**config.mk**
```make
export PLATFORM = sky130hd
export DESIGN_NAME = exponent_adjust
export DESIGN_NICKNAME = d
export VERILOG_FILES = /design/src/rtl/exponent_adjust.sv
export SDC_FILE = /design/constraint.sdc
export NUM_CORES = 1
export LEC_CHECK = 0
export CORE_MARGIN = 3
export CORE_UTILIZATION = 26
export DETAILED_ROUTE_END_ITERATION = 12
export GPL_ROUTABILITY_DRIVEN = 0
export MAX_ROUTING_LAYER = met4
export SLEW_MARGIN = 10
export SYNTH_ARGS = -nofsm -noshare
export SYNTH_HDL_FRONTEND = slang
export SYNTH_SLANG_ARGS = --single-unit
export TNS_END_PERCENT = 30
```
**constraint.sdc**
```tcl
create_clock -name clk -period 1.9 [get_ports clk]
set_input_delay 0.285 -clock clk [delete_from_list [all_inputs] [get_ports clk]]
set_output_delay 0.285 -clock clk [all_outputs]
set_load 0.02 [all_outputs]
```
**src/rtl/exponent_adjust.sv**
```systemverilog
// exponent_adjust
//   Final exponent stage for the FP multiply/divide datapath. Takes the 10-bit
//   two's-complement intermediate exponent, applies the mantissa-normalization
//   correction (+1 multiply with product MSB set, -1 divide with quotient MSB
//   clear), classifies the result and emits the 8-bit IEEE-754 single exponent
//   through a 2-stage valid/ready pipeline. Saturating overflow/underflow event
//   counters are kept for debug.
//
// Ports
//   clk, arst            clock, asynchronous active-high reset
//   in_valid/in_ready    input handshake (in_ready is combinational from out_ready)
//   e, sel, m_msb        intermediate exponent, 0=mul/1=div, normalization bit
//   out_valid/out_ready  output handshake
//   exp_out, ovf, unf    final exponent and overflow/underflow flags
//   cnt_clr              synchronous clear of both counters (wins over increment)
//   ovf_cnt, unf_cnt     saturating counts of transferred flagged beats
module exponent_adjust #(
  parameter int CNT_W = 8
) (
  input  logic             clk,
  input  logic             arst,
  input  logic             in_valid,
  output logic             in_ready,
  input  logic [9:0]       e,
  input  logic             sel,
  input  logic             m_msb,
  output logic             out_valid,
  input  logic             out_ready,
  output logic [7:0]       exp_out,
  output logic             ovf,
  output logic             unf,
  input  logic             cnt_clr,
  output logic [CNT_W-1:0] ovf_cnt,
  output logic [CNT_W-1:0] unf_cnt
);

  // Sign-extend to 11 bits before correcting so -129..384 never wraps.
  function automatic logic signed [10:0] adjust_exp(input logic [9:0] ev,
                                                    input logic       s,
                                                    input logic       m);
    logic signed [10:0] ex;
    ex = {ev[9], ev};
    if (!s && m)
      ex = ex + 11'sd1;
    else if (s && !m)
      ex = ex - 11'sd1;
    return ex;
  endfunction

  // Returns {ovf, unf, exponent}; underflow flushes to zero, no subnormals.
  function automatic logic [9:0] classify(input logic signed [10:0] a);
    logic [9:0] r;
    if (a >= 11'sd255)
      r = {2'b10, 8'hFF};
    else if (a <= 11'sd0)
      r = {2'b01, 8'h00};
    else
      r = {2'b00, a[7:0]};
    return r;
  endfunction

  function automatic logic [CNT_W-1:0] sat_inc(input logic [CNT_W-1:0] c);
    return (&c) ? c : c + {{(CNT_W-1){1'b0}}, 1'b1};
  endfunction

  logic                vld_p1, vld_p2;
  logic signed [10:0]  adj_p1;
  logic [7:0]          exp_p2;
  logic                ovf_p2, unf_p2;
  logic                s1_adv, s2_adv, out_xfer;

  assign s2_adv   = !vld_p2 || out_ready;
  assign s1_adv   = !vld_p1 || s2_adv;
  assign in_ready = s1_adv;
  assign out_xfer = vld_p2 && out_ready;

  // ---- stage 1: normalization correction ----
  always_ff @(posedge clk or posedge arst) begin
    if (arst)
      vld_p1 <= 1'b0;
    else if (s1_adv)
      vld_p1 <= in_valid;
  end

  always_ff @(posedge clk) begin
    if (s1_adv && in_valid)
      adj_p1 <= adjust_exp(e, sel, m_msb);
  end

  // ---- stage 2: classification ----
  always_ff @(posedge clk or posedge arst) begin
    if (arst) begin
      vld_p2 <= 1'b0;
      exp_p2 <= 8'h00;
      ovf_p2 <= 1'b0;
      unf_p2 <= 1'b0;
    end else if (s2_adv) begin
      vld_p2 <= vld_p1;
      if (vld_p1)
        {ovf_p2, unf_p2, exp_p2} <= classify(adj_p1);
    end
  end

  // ---- debug counters on output transfers ----
  always_ff @(posedge clk or posedge arst) begin
    if (arst) begin
      ovf_cnt <= '0;
      unf_cnt <= '0;
    end else if (cnt_clr) begin
      ovf_cnt <= '0;
      unf_cnt <= '0;
    end else if (out_xfer) begin
      if (ovf_p2)
        ovf_cnt <= sat_inc(ovf_cnt);
      if (unf_p2)
        unf_cnt <= sat_inc(unf_cnt);
    end
  end

  assign out_valid = vld_p2;
  assign exp_out   = exp_p2;
  assign ovf       = ovf_p2;
  assign unf       = unf_p2;

endmodule

```
=== Word level (Yosys, flattened, before mapping) ===
Cells that the tools add are included.

* Bits in registers: 39
* Latch bits: 0
* Memory bits (writable): 0
* Bits in read-only memories: 0
* Input port bits: 17
* Output and inout port bits: 28
* Memories: 0

* $add $sub $neg: 4
* Multiply operators: 0
* Divide/modulo/power cells: 0
* Magnitude comparators: 2
* Equal/unequal tests: 2
* Shift operators: 0
* Muxes and demuxes: 12
* Bitwise operators: 0
* Reduce and logical (&&, ||, !) cells: 18

{| class="wikitable"
|+ Operator list
! operator !! count
|-
| 2-to-1 mux 8 bit || 8
|-
| 2-to-1 mux 11 bit || 2
|-
| adder 8 x 1 -> 8 bit, second input constant || 2
|-
| AND reduction 8 bit || 2
|-
| adder 10 x 2 -> 11 bit, second input constant || 1
|-
| greater-or-equal comparator 11 x 9 -> 1 bit, second input constant || 1
|-
| <= comparator 11 x 1 -> 1 bit, second input constant || 1
|-
| subtractor 10 x 2 -> 11 bit, second input constant || 1
|-
| 2-to-1 mux 10 bit || 1
|-
| 2-to-1 mux 9 bit || 1
|-
| AND reduction 3 bit || 2
|-
| nonzero test 2 bit || 3
|-
| logical AND 1 bit || 4
|-
| logical NOT 1 bit || 4
|-
| != test 2 bit, second input constant || 2
|-
| logical OR 1 bit || 2
|-
| AND reduction 2 bit || 1
|}

=== Depth between registers and ports, before layout ===
Gate-level depths: netlist (run 1).

* Depth after elaboration: 5
* Mapped depth: 6
* Mapped depth without buffers: 6

=== Worst setup path after synthesis (run 1) ===
No wires, ideal clock.

* Path type: flip-flop to flip-flop
* From: register ovf_cnt[0]
* To: register ovf_cnt[5]
* Library setup time: 0.132 ns
* Arrival: 1.437 ns
* Path slack: 0.331 ns
* Stages on the path, launching flop included: 6
* Period minus slack after synthesis: 1.569 ns
* Cell sequence: dfrtp_1 ha_1 and2_1 a2111oi_4 xnor2_1 nor2_1

* Word-level cells in the longest chain between the ends: 5
* Elaborated cells on any way between the ends: 8

{| class="wikitable"
|+ RTL lines
! item !! RTL line !! text
|-
| start, declared || 33 || <nowiki>output logic [CNT_W-1:0] ovf_cnt,</nowiki>
|-
| start signal, assigned || 114 || <nowiki>ovf_cnt <= sat_inc(ovf_cnt);</nowiki>
|-
| adder 8 x 1 -> 8 bit || 63 || <nowiki>return (&c) ? c : c + {{(CNT_W-1){1'b0}}, 1'b1};</nowiki>
|-
| 2-to-1 mux 8 bit || 63 ||
|-
| 2-to-1 mux 8 bit || 113 || <nowiki>if (ovf_p2)</nowiki>
|-
| 2-to-1 mux 8 bit || 112 || <nowiki>end else if (out_xfer) begin</nowiki>
|-
| 2-to-1 mux 8 bit || 109 || <nowiki>end else if (cnt_clr) begin</nowiki>
|}

Several ways; a longest one is shown, not always the timed one. The select of a mux whose other input is x is not followed.
A chain may end at the register's enable or synchronous reset.

=== Worst setup path in the final report (run 1) ===
* From: input out_ready
* To: output in_ready

* Word-level cells in the longest chain between the ends: 2

{| class="wikitable"
|+ RTL lines
! item !! RTL line !! text
|-
| start, declared || 28 || <nowiki>input logic out_ready,</nowiki>
|-
| logical OR 1 bit || 72 || <nowiki>assign s2_adv = !vld_p2 || out_ready;</nowiki>
|-
| logical OR 1 bit || 73 || <nowiki>assign s1_adv = !vld_p1 || s2_adv;</nowiki>
|-
| end, declared || 23 || <nowiki>output logic in_ready,</nowiki>
|}

Every way passes these cells.

==> reports/qor.csv, run 1 <==
stage,metric,value,unit
run_status,run_status,"complete, no violations",
clocking,cts-root-to-sink-buffers,2,
yosys,synth_cell_types,43,
floorplanning,design.portCount,45,
critical_path,regToRegEndpoint,unf_cnt[1],
global_routing,grt_antenna_before_repair,0,
yosys,postSynthRegisterBits,39,
power,leakage,0.00111,µW
placement,port_buffers,44,
critical_path,worstPathCellList,"clkdlybuf4s50_1, nand3b_1, clkdlybuf4s50_1",
critical_path,worst_setup_path_end_kind,output pin,
route,ant_nets,0,
clocking,clockRootBuffer,sky130_fd_sc_hd__clkbuf_8,
clocking,clock_insertion_delay_worst_skew,290,ps
cells_and_area,most_common_cell_after_layout_fill_and_taps_aside,sky130_fd_sc_hd__clkdlybuf4s50_1,
clocking,cts.sinks,39,
yosys,synth_enable_flop_cells,11,
global_routing,globalRoute.totalOverflow,0,
route,avgViaCountPerCell,4.61,
clocking,holdBufCountCts,0,
sta,finalWorstSetupSlack,64.0,ps
floorplanning,fp.dieW,96.0,µm
sta,final.min_clock_period,1840,ps
clocking,post_cts_resized,0,
flow_run,number_of_violations_of_the_max_capacitance_limit,0,
route,drc,0,
floorplanning,fp-row-count,32,
critical_path,cpMaxStageDelayCell,sky130_fd_sc_hd__clkdlybuf4s50_1,
critical_path,r2r_setup_slack,310,ps
yosys,yosys-top-cells-area,"sky130_fd_sc_hd__dfrtp_1 (33%), sky130_fd_sc_hd__edfxtp_1 (16%), sky130_fd_sc_hd__xnor2_1 (5.0%)",
sta,maxClockFrequency,545,MHz
yosys,synth.largest_area_cell,sky130_fd_sc_hd__dfrtp_1,
clocking,tritoncts,yes,
critical_path,cp.required,1620,ps
critical_path,crit_arrival,1550,ps
critical_path,critPathTopFamily,buffers and inverters,
global_routing,groute.usage.overall,0.103,
global_routing,grt_start_max_net_pins,29,
global_routing,global_route_wire_length_before_repair,7340,µm
route,dr_total_vias,1687,
sta,tightest_slew,461,ps
critical_path,critical_path.startpoint_type,input pin,
critical_path,highest_cell_delay_on_the_worst_timing_path,610,ps
cells_and_area,multi_input_comb_area,986,µm²
route,detailedRoute.firstIterationViolations,30,
cells_and_area,finish.net_count,284,
placement,place_worst_setup_slack,-48.4,ps
worst_hold_path,worst_hold_path_type,in2async,
yosys,synth.cell_area,0.00211,mm²
cells_and_area,fin_area,0.00286,mm²
critical_path,cp_max_fo,3,
yosys,syn_avg_cell_area,10.2,µm²
cells_and_area,num_antenna_cells,0,
sta,grt_setup_unrepaired,false,
cells_and_area,areaGrowthSynthToFinish,35.8,%
route,route.final.wire_length,4340,µm
clocking,cts.repair_timing.setup_buffer_count,0,
sta,setup_viol_count_final,0,
floorplanning,floorplan.initialDensity,0.270,
floorplanning,die_span_y,96.0,µm
floorplanning,core-area,0.00781,mm²
power,p_per_area,719,mW/mm²
critical_path,reg2regPathDepth,5,
cells_and_area,ff_latch_area,0.00103,mm²
critical_path,cp_common_cell,sky130_fd_sc_hd__clkdlybuf4s50_1,
yosys,syn_inst,207,
sta,hold_viol,0,
clocking,cts_htree_levels,2,
critical_path,critical_path.reg2reg.startpoint,unf_cnt[0],
sta,final-max-slew-violation-count,0,
sta,worst_clock_skew,8.37,ps
placement,placedInstanceArea,0.00275,mm²
yosys,seq_area_frac_synth,0.490,
yosys,synth_largest_type_area_fraction,0.333,
sta,max_slew_margin,0.690,
power,worst_ir_drop_vdd,246,µV
critical_path,path_class,in2out,
route,wl_per_cell,11.9,µm
yosys,async_reset_ff_frac,0.718,
cells_and_area,fillCellCount,791,
clocking,clkTransAtPathRegs,80,ps
floorplanning,die_area,0.00922,mm²
global_routing,number_of_global_route_vias_before_repair,1644,
cells_and_area,post_route_cells_drive_above_1_share,0.110,
route,drt-pass1-iter-count,4,
yosys,synth_flop_cell,sky130_fd_sc_hd__dfrtp_1,
yosys,syn-num-nets,228,
yosys,yosysWarningCount,0,
clocking,number_of_buffers_inserted_during_clock_tree_synthesis,5,
critical_path,timing.critical_path.buf_inv,2,
cells_and_area,layout_common_cells,"sky130_fd_sc_hd__clkdlybuf4s50_1 (44), sky130_fd_sc_hd__dfrtp_1 (28), sky130_fd_sc_hd__nand2_1 (22), sky130_fd_sc_hd__nor2_1 (20), sky130_fd_sc_hd__buf_4 (13)",
sta,post-route-period-util,0.966,
placement,detailedPlacementHpwl,3410,µm
==> metal layers <==
metal  track usage  share of wire  up-vias
li1              -              -      859
met3        0.0266          0.051        8
met4        0.0332          0.016        0
met1         0.119           0.45      775
met2         0.175           0.48       45
met5             -              0        -
==> synth_stat cells (5+ instances only) <==
| library cell | n |
|---|---|
| sky130_fd_sc_hd__dfrtp_1 | 28 |
| sky130_fd_sc_hd__nand2_1 | 22 |
| sky130_fd_sc_hd__nor2_1 | 20 |
| sky130_fd_sc_hd__inv_1 | 12 |
| sky130_fd_sc_hd__xnor2_1 | 12 |
| sky130_fd_sc_hd__edfxtp_1 | 11 |
| sky130_fd_sc_hd__o311ai_0 | 8 |
| sky130_fd_sc_hd__nand4_1 | 6 |
| sky130_fd_sc_hd__xor2_1 | 6 |
| sky130_fd_sc_hd__a211oi_1 | 5 |
| sky130_fd_sc_hd__a21oi_1 | 5 |
| sky130_fd_sc_hd__clkbuf_1 | 5 |
| sky130_fd_sc_hd__nand2b_1 | 5 |
| sky130_fd_sc_hd__nor2b_1 | 5 |
| sky130_fd_sc_hd__o21ai_0 | 5 |
==> worst register-to-register path, delay by kind of cell (launching register included) <==
kind                       cells  cell delay (ps)
DFF                            1              420
and+or+nand+nor                2              230
muxes                          1              230
AOI/OAI and AO/OA              1              390
adders and majority gates      1              210
==> flip-flops by register name (all words and copies together) (netlist names) <==
| signal | cells |
|---|---|
| unf | 1 |
| exp_out | 8 |
| out_valid | 1 |
| vld_p1 | 1 |
| adj_p1 | 11 |
| unf_cnt | 8 |
| ovf_cnt | 8 |
| ovf | 1 |
==> worst max path at each step <==
stage | startpoint | endpoint | slack (ps) | cells past startpoint
after floorplan | ovf_cnt[0] | ovf_cnt[5] | 330 | 5
after global placement | e[3] | adj_p1[9] | -20 | 5
after detailed placement | e[3] | adj_p1[9] | -50 | 5
after CTS | out_ready | in_ready | 40 | 3
after global routing | out_ready | in_ready | 20 | 3
final | out_ready | in_ready | 60 | 3
==> power by group <==
part / total [µW] / switching (µW) / internal, µW / leakage (µW)
Sequential: 990 / 53.6 / 936 / 0.000471
Combinational: 398 / 200 / 198 / 0.000584
Clock: 668 / 296 / 372 / 0.0000594
==> cell families after synthesis <==
kind of cell | after synthesis | share of synthesized area
and+or+nand+nor | 87 | 0.223
DFF | 39 | 0.490
AOI/OAI and AO/OA | 34 | 0.127
buffers and inverters | 21 | 0.0422
xor gates and xnor gates | 18 | 0.0749
muxes | 4 | 0.0190
adders and majority gates | 4 | 0.0238
==> metrics by stage <==
stage	power (µW)	setup TNS, ps	util	hold WS (ps)	instances
2_1_floorplan	1190	0	-	350	207
3_3_place_gp	1410	-35.9	0.352	470	358
3_5_place_dp	1420	-91.1	0.352	480	358
4_1_cts	2100	0	0.366	370	366
5_1_grt	2170	0	0.366	400	366
6_report	2060	0	0.366	357	366
==> final cells by class <==
type                            instances  share of cell area
Timing Repair Buffer                   58               0.195
Clock inverter                          1             0.00175
Inverter                               12              0.0157
Sequential cell                        39               0.360
Clock buffer                            7              0.0376
Tap cell                              102              0.0446
Multi-Input combinational cell        147               0.345
Note: power is estimated with default switching activity, not from simulation.
==> run 2, diff against run 1 <==
clock period = 2.2 ns   (was 1.9 ns; I/O delays follow)
==> reports/qor.csv, run 2 (same netlist as run 1, synthesis figures left out) <==
stage,metric,value,unit,change
run_status,run_status,"complete, no violations",,unchanged
clocking,cts-root-to-sink-buffers,2,,unchanged
placement,detailedPlacementHpwl,3430,µm,was 3410 µm
critical_path,critical_path.startpoint_type,input pin,,unchanged
power,comb_power_share,0.190,,was 0.194
clocking,cts.sinks,39,,unchanged
clocking,clockRootBuffer,sky130_fd_sc_hd__clkbuf_8,,unchanged
clocking,cts.repair_timing.setup_buffer_count,0,,unchanged
floorplanning,fp.dieW,96.0,µm,unchanged
sta,final.min_clock_period,1960,ps,
placement,place_inst,352,,was 358
worst_hold_path,worst_hold_path_type,in2async,,unchanged
sta,setup_viol_count_final,0,,unchanged
route,detailedRoute.firstIterationViolations,52,,was 30
critical_path,cp_common_cell,sky130_fd_sc_hd__clkdlybuf4s50_1,,unchanged
sta,final-max-slew-violation-count,0,,unchanged
floorplanning,die_area,0.00922,mm²,unchanged
placement,port_buffers,44,,unchanged
sta,worst_clock_skew,7.16,ps,was 8.37 ps
critical_path,regToRegEndpoint,ovf_cnt[5],,was unf_cnt[1]
critical_path,crit_arrival,1630,ps,was 1550 ps
global_routing,groute.usage.overall,0.107,,was 0.103
critical_path,cp.required,1870,ps,was 1620 ps
cells_and_area,areaGrowthSynthToFinish,33.1,%,was 35.8%
global_routing,grt_start_max_net_pins,29,,unchanged
sta,grt_setup_unrepaired,false,,unchanged
cells_and_area,stdcell_count,360,,was 366
global_routing,global_route_wire_length_before_repair,7550,µm,was 7340 µm
clocking,clock_insertion_delay_worst_skew,290,ps,about the same
route,drt-pass1-iter-count,4,,unchanged
cells_and_area,max_reg_flops,11,,unchanged
route,drc,0,,unchanged
clocking,number_of_buffers_inserted_during_clock_tree_synthesis,5,,unchanged
clocking,cts_htree_levels,2,,unchanged
clocking,holdBufCountCts,0,,unchanged
sta,hold_viol,0,,unchanged
sta,tightest_slew,446,ps,was 461 ps
route,ant_nets,0,,unchanged
route,dr_total_vias,1653,,was 1687
clocking,tritoncts,yes,,unchanged
sta,finalWorstSetupSlack,235,ps,was 64.0 ps
critical_path,highest_cell_delay_on_the_worst_timing_path,610,ps,about the same
power,p_per_area,630,mW/mm²,was 719 mW/mm²
clocking,post_cts_resized,0,,unchanged
sta,post-route-period-util,0.893,,
floorplanning,die_span_y,96.0,µm,unchanged
floorplanning,floorplan.initialDensity,0.270,,unchanged
cells_and_area,finish.net_count,278,,was 284
route,wl_per_cell,12.4,µm,was 11.9 µm
critical_path,cpMaxStageDelayCell,sky130_fd_sc_hd__clkdlybuf4s50_1,,unchanged
cells_and_area,layout_common_cells,"sky130_fd_sc_hd__clkdlybuf4s50_1 (44), sky130_fd_sc_hd__dfrtp_1 (28), sky130_fd_sc_hd__nand2_1 (22), sky130_fd_sc_hd__nor2_1 (20)",,"was sky130_fd_sc_hd__clkdlybuf4s50_1 (44), sky130_fd_sc_hd__dfrtp_1 (28), sky130_fd_sc_hd__nand2_1 (22), sky130_fd_sc_hd__nor2_1 (20), sky130_fd_sc_hd__buf_4 (13)"
sta,maxClockFrequency,509,MHz,
power,cellInternalPower,1290,µW,was 1510 µW
floorplanning,core-area,0.00781,mm²,unchanged
flow_run,number_of_violations_of_the_max_capacitance_limit,0,,unchanged
sta,hold_ws,407,ps,was 357 ps
power,p_clk_frac,0.327,,was 0.325
placement,place_worst_setup_slack,181,ps,was -48.4 ps
cells_and_area,num_antenna_cells,0,,unchanged
global_routing,number_of_global_route_vias_before_repair,1654,,was 1644
critical_path,cp_max_fo,5,,was 3
power,switching_share,0.269,,was 0.267
critical_path,critical_path.reg2reg.startpoint,ovf_cnt[0],,was unf_cnt[0]
power,netSwitchingPower,475,µW,was 550 µW
global_routing,grt_antenna_before_repair,0,,unchanged
sta,timing.setup.tns,0,ps,unchanged
critical_path,r2r_setup_slack,640,ps,was 310 ps
cells_and_area,most_common_cell_after_layout_fill_and_taps_aside,sky130_fd_sc_hd__clkdlybuf4s50_1,,unchanged
route,route.final.wire_length,4480,µm,was 4340 µm
floorplanning,fp-row-count,32,,unchanged
route,avgViaCountPerCell,4.59,,was 4.61
critical_path,worstPathCellList,"clkdlybuf4s50_1, nand3b_1, clkdlybuf4s50_1",,unchanged
power,power_frac_seq,0.483,,was 0.481
global_routing,globalRoute.totalOverflow,0,,unchanged
cells_and_area,top_register_by_number_of_flip_flops,adj_p1,,unchanged
cells_and_area,post_route_cells_drive_above_1_share,0.0891,,was 0.110
critical_path,path_class,in2out,,unchanged
power,leakage,0.00108,µW,was 0.00111 µW
power,worst_ir_drop_vdd,269,µV,was 246 µV
floorplanning,design.portCount,45,,unchanged
sta,max_slew_margin,0.700,,was 0.690
critical_path,worst_setup_path_end_kind,output pin,,unchanged
critical_path,reg2regPathDepth,5,,unchanged
clocking,clkTransAtPathRegs,80,ps,about the same
## run 2: worst max path at each step
| stage | from | end | slack (ps) |
|---|---|---|---|
| floorplan | ovf_cnt[0] | ovf_cnt[5] | 630 |
| global placement | e[4] | adj_p1[9] | 220 |
| detailed placement | e[4] | adj_p1[9] | 180 |
| CTS | out_ready | in_ready | 220 |
| global route | out_ready | in_ready | 170 |
| finish | out_ready | in_ready | 240 |
## run 2: per-stage QoR
step,util,total power (µW),instance area (µm²)
final,0.359,1760,2800
after global routing,0.359,1860,2800
after CTS,0.359,1800,2800
after detailed placement,0.345,1210,2690
after global placement,0.345,1210,2690
after floorplan,-,1030,2110
## run 2: power groups by stage
stage               clock (µW)  sequential (µW)  combinational, µW
floorplan                    0              908                123
global placement             0              868                337
detailed placement           0              869                342
CTS                        599              854                342
global route               627              862                371
finish                     577              852                335
## run 2: layout make-up
| class | instances | area (µm²) |
|---|---|---|
| clock buffer | 7 | 108 |
| tap | 102 | 128 |
| inverter | 12 | 45.0 |
| timing repair buffer | 52 | 500 |
| clock inverter | 1 | 5.00 |
| fill | 803 | 5000 |
| sequential | 39 | 1030 |
| multi-input combinational | 147 | 986 |
## run 2: critical path, delay by kind of cell
family                 cells  cell delay (ps)
buffers and inverters      2             1140
AND/OR/NAND/NOR            1              160
## run 2: layer usage
layer  track usage  routed length, µm  vias up
met2         0.171               2130       51
met1         0.131               2040      761
li1              -                  -      839
met5             -                  0        -
met4        0.0308                 24        0
met3        0.0305                280        2
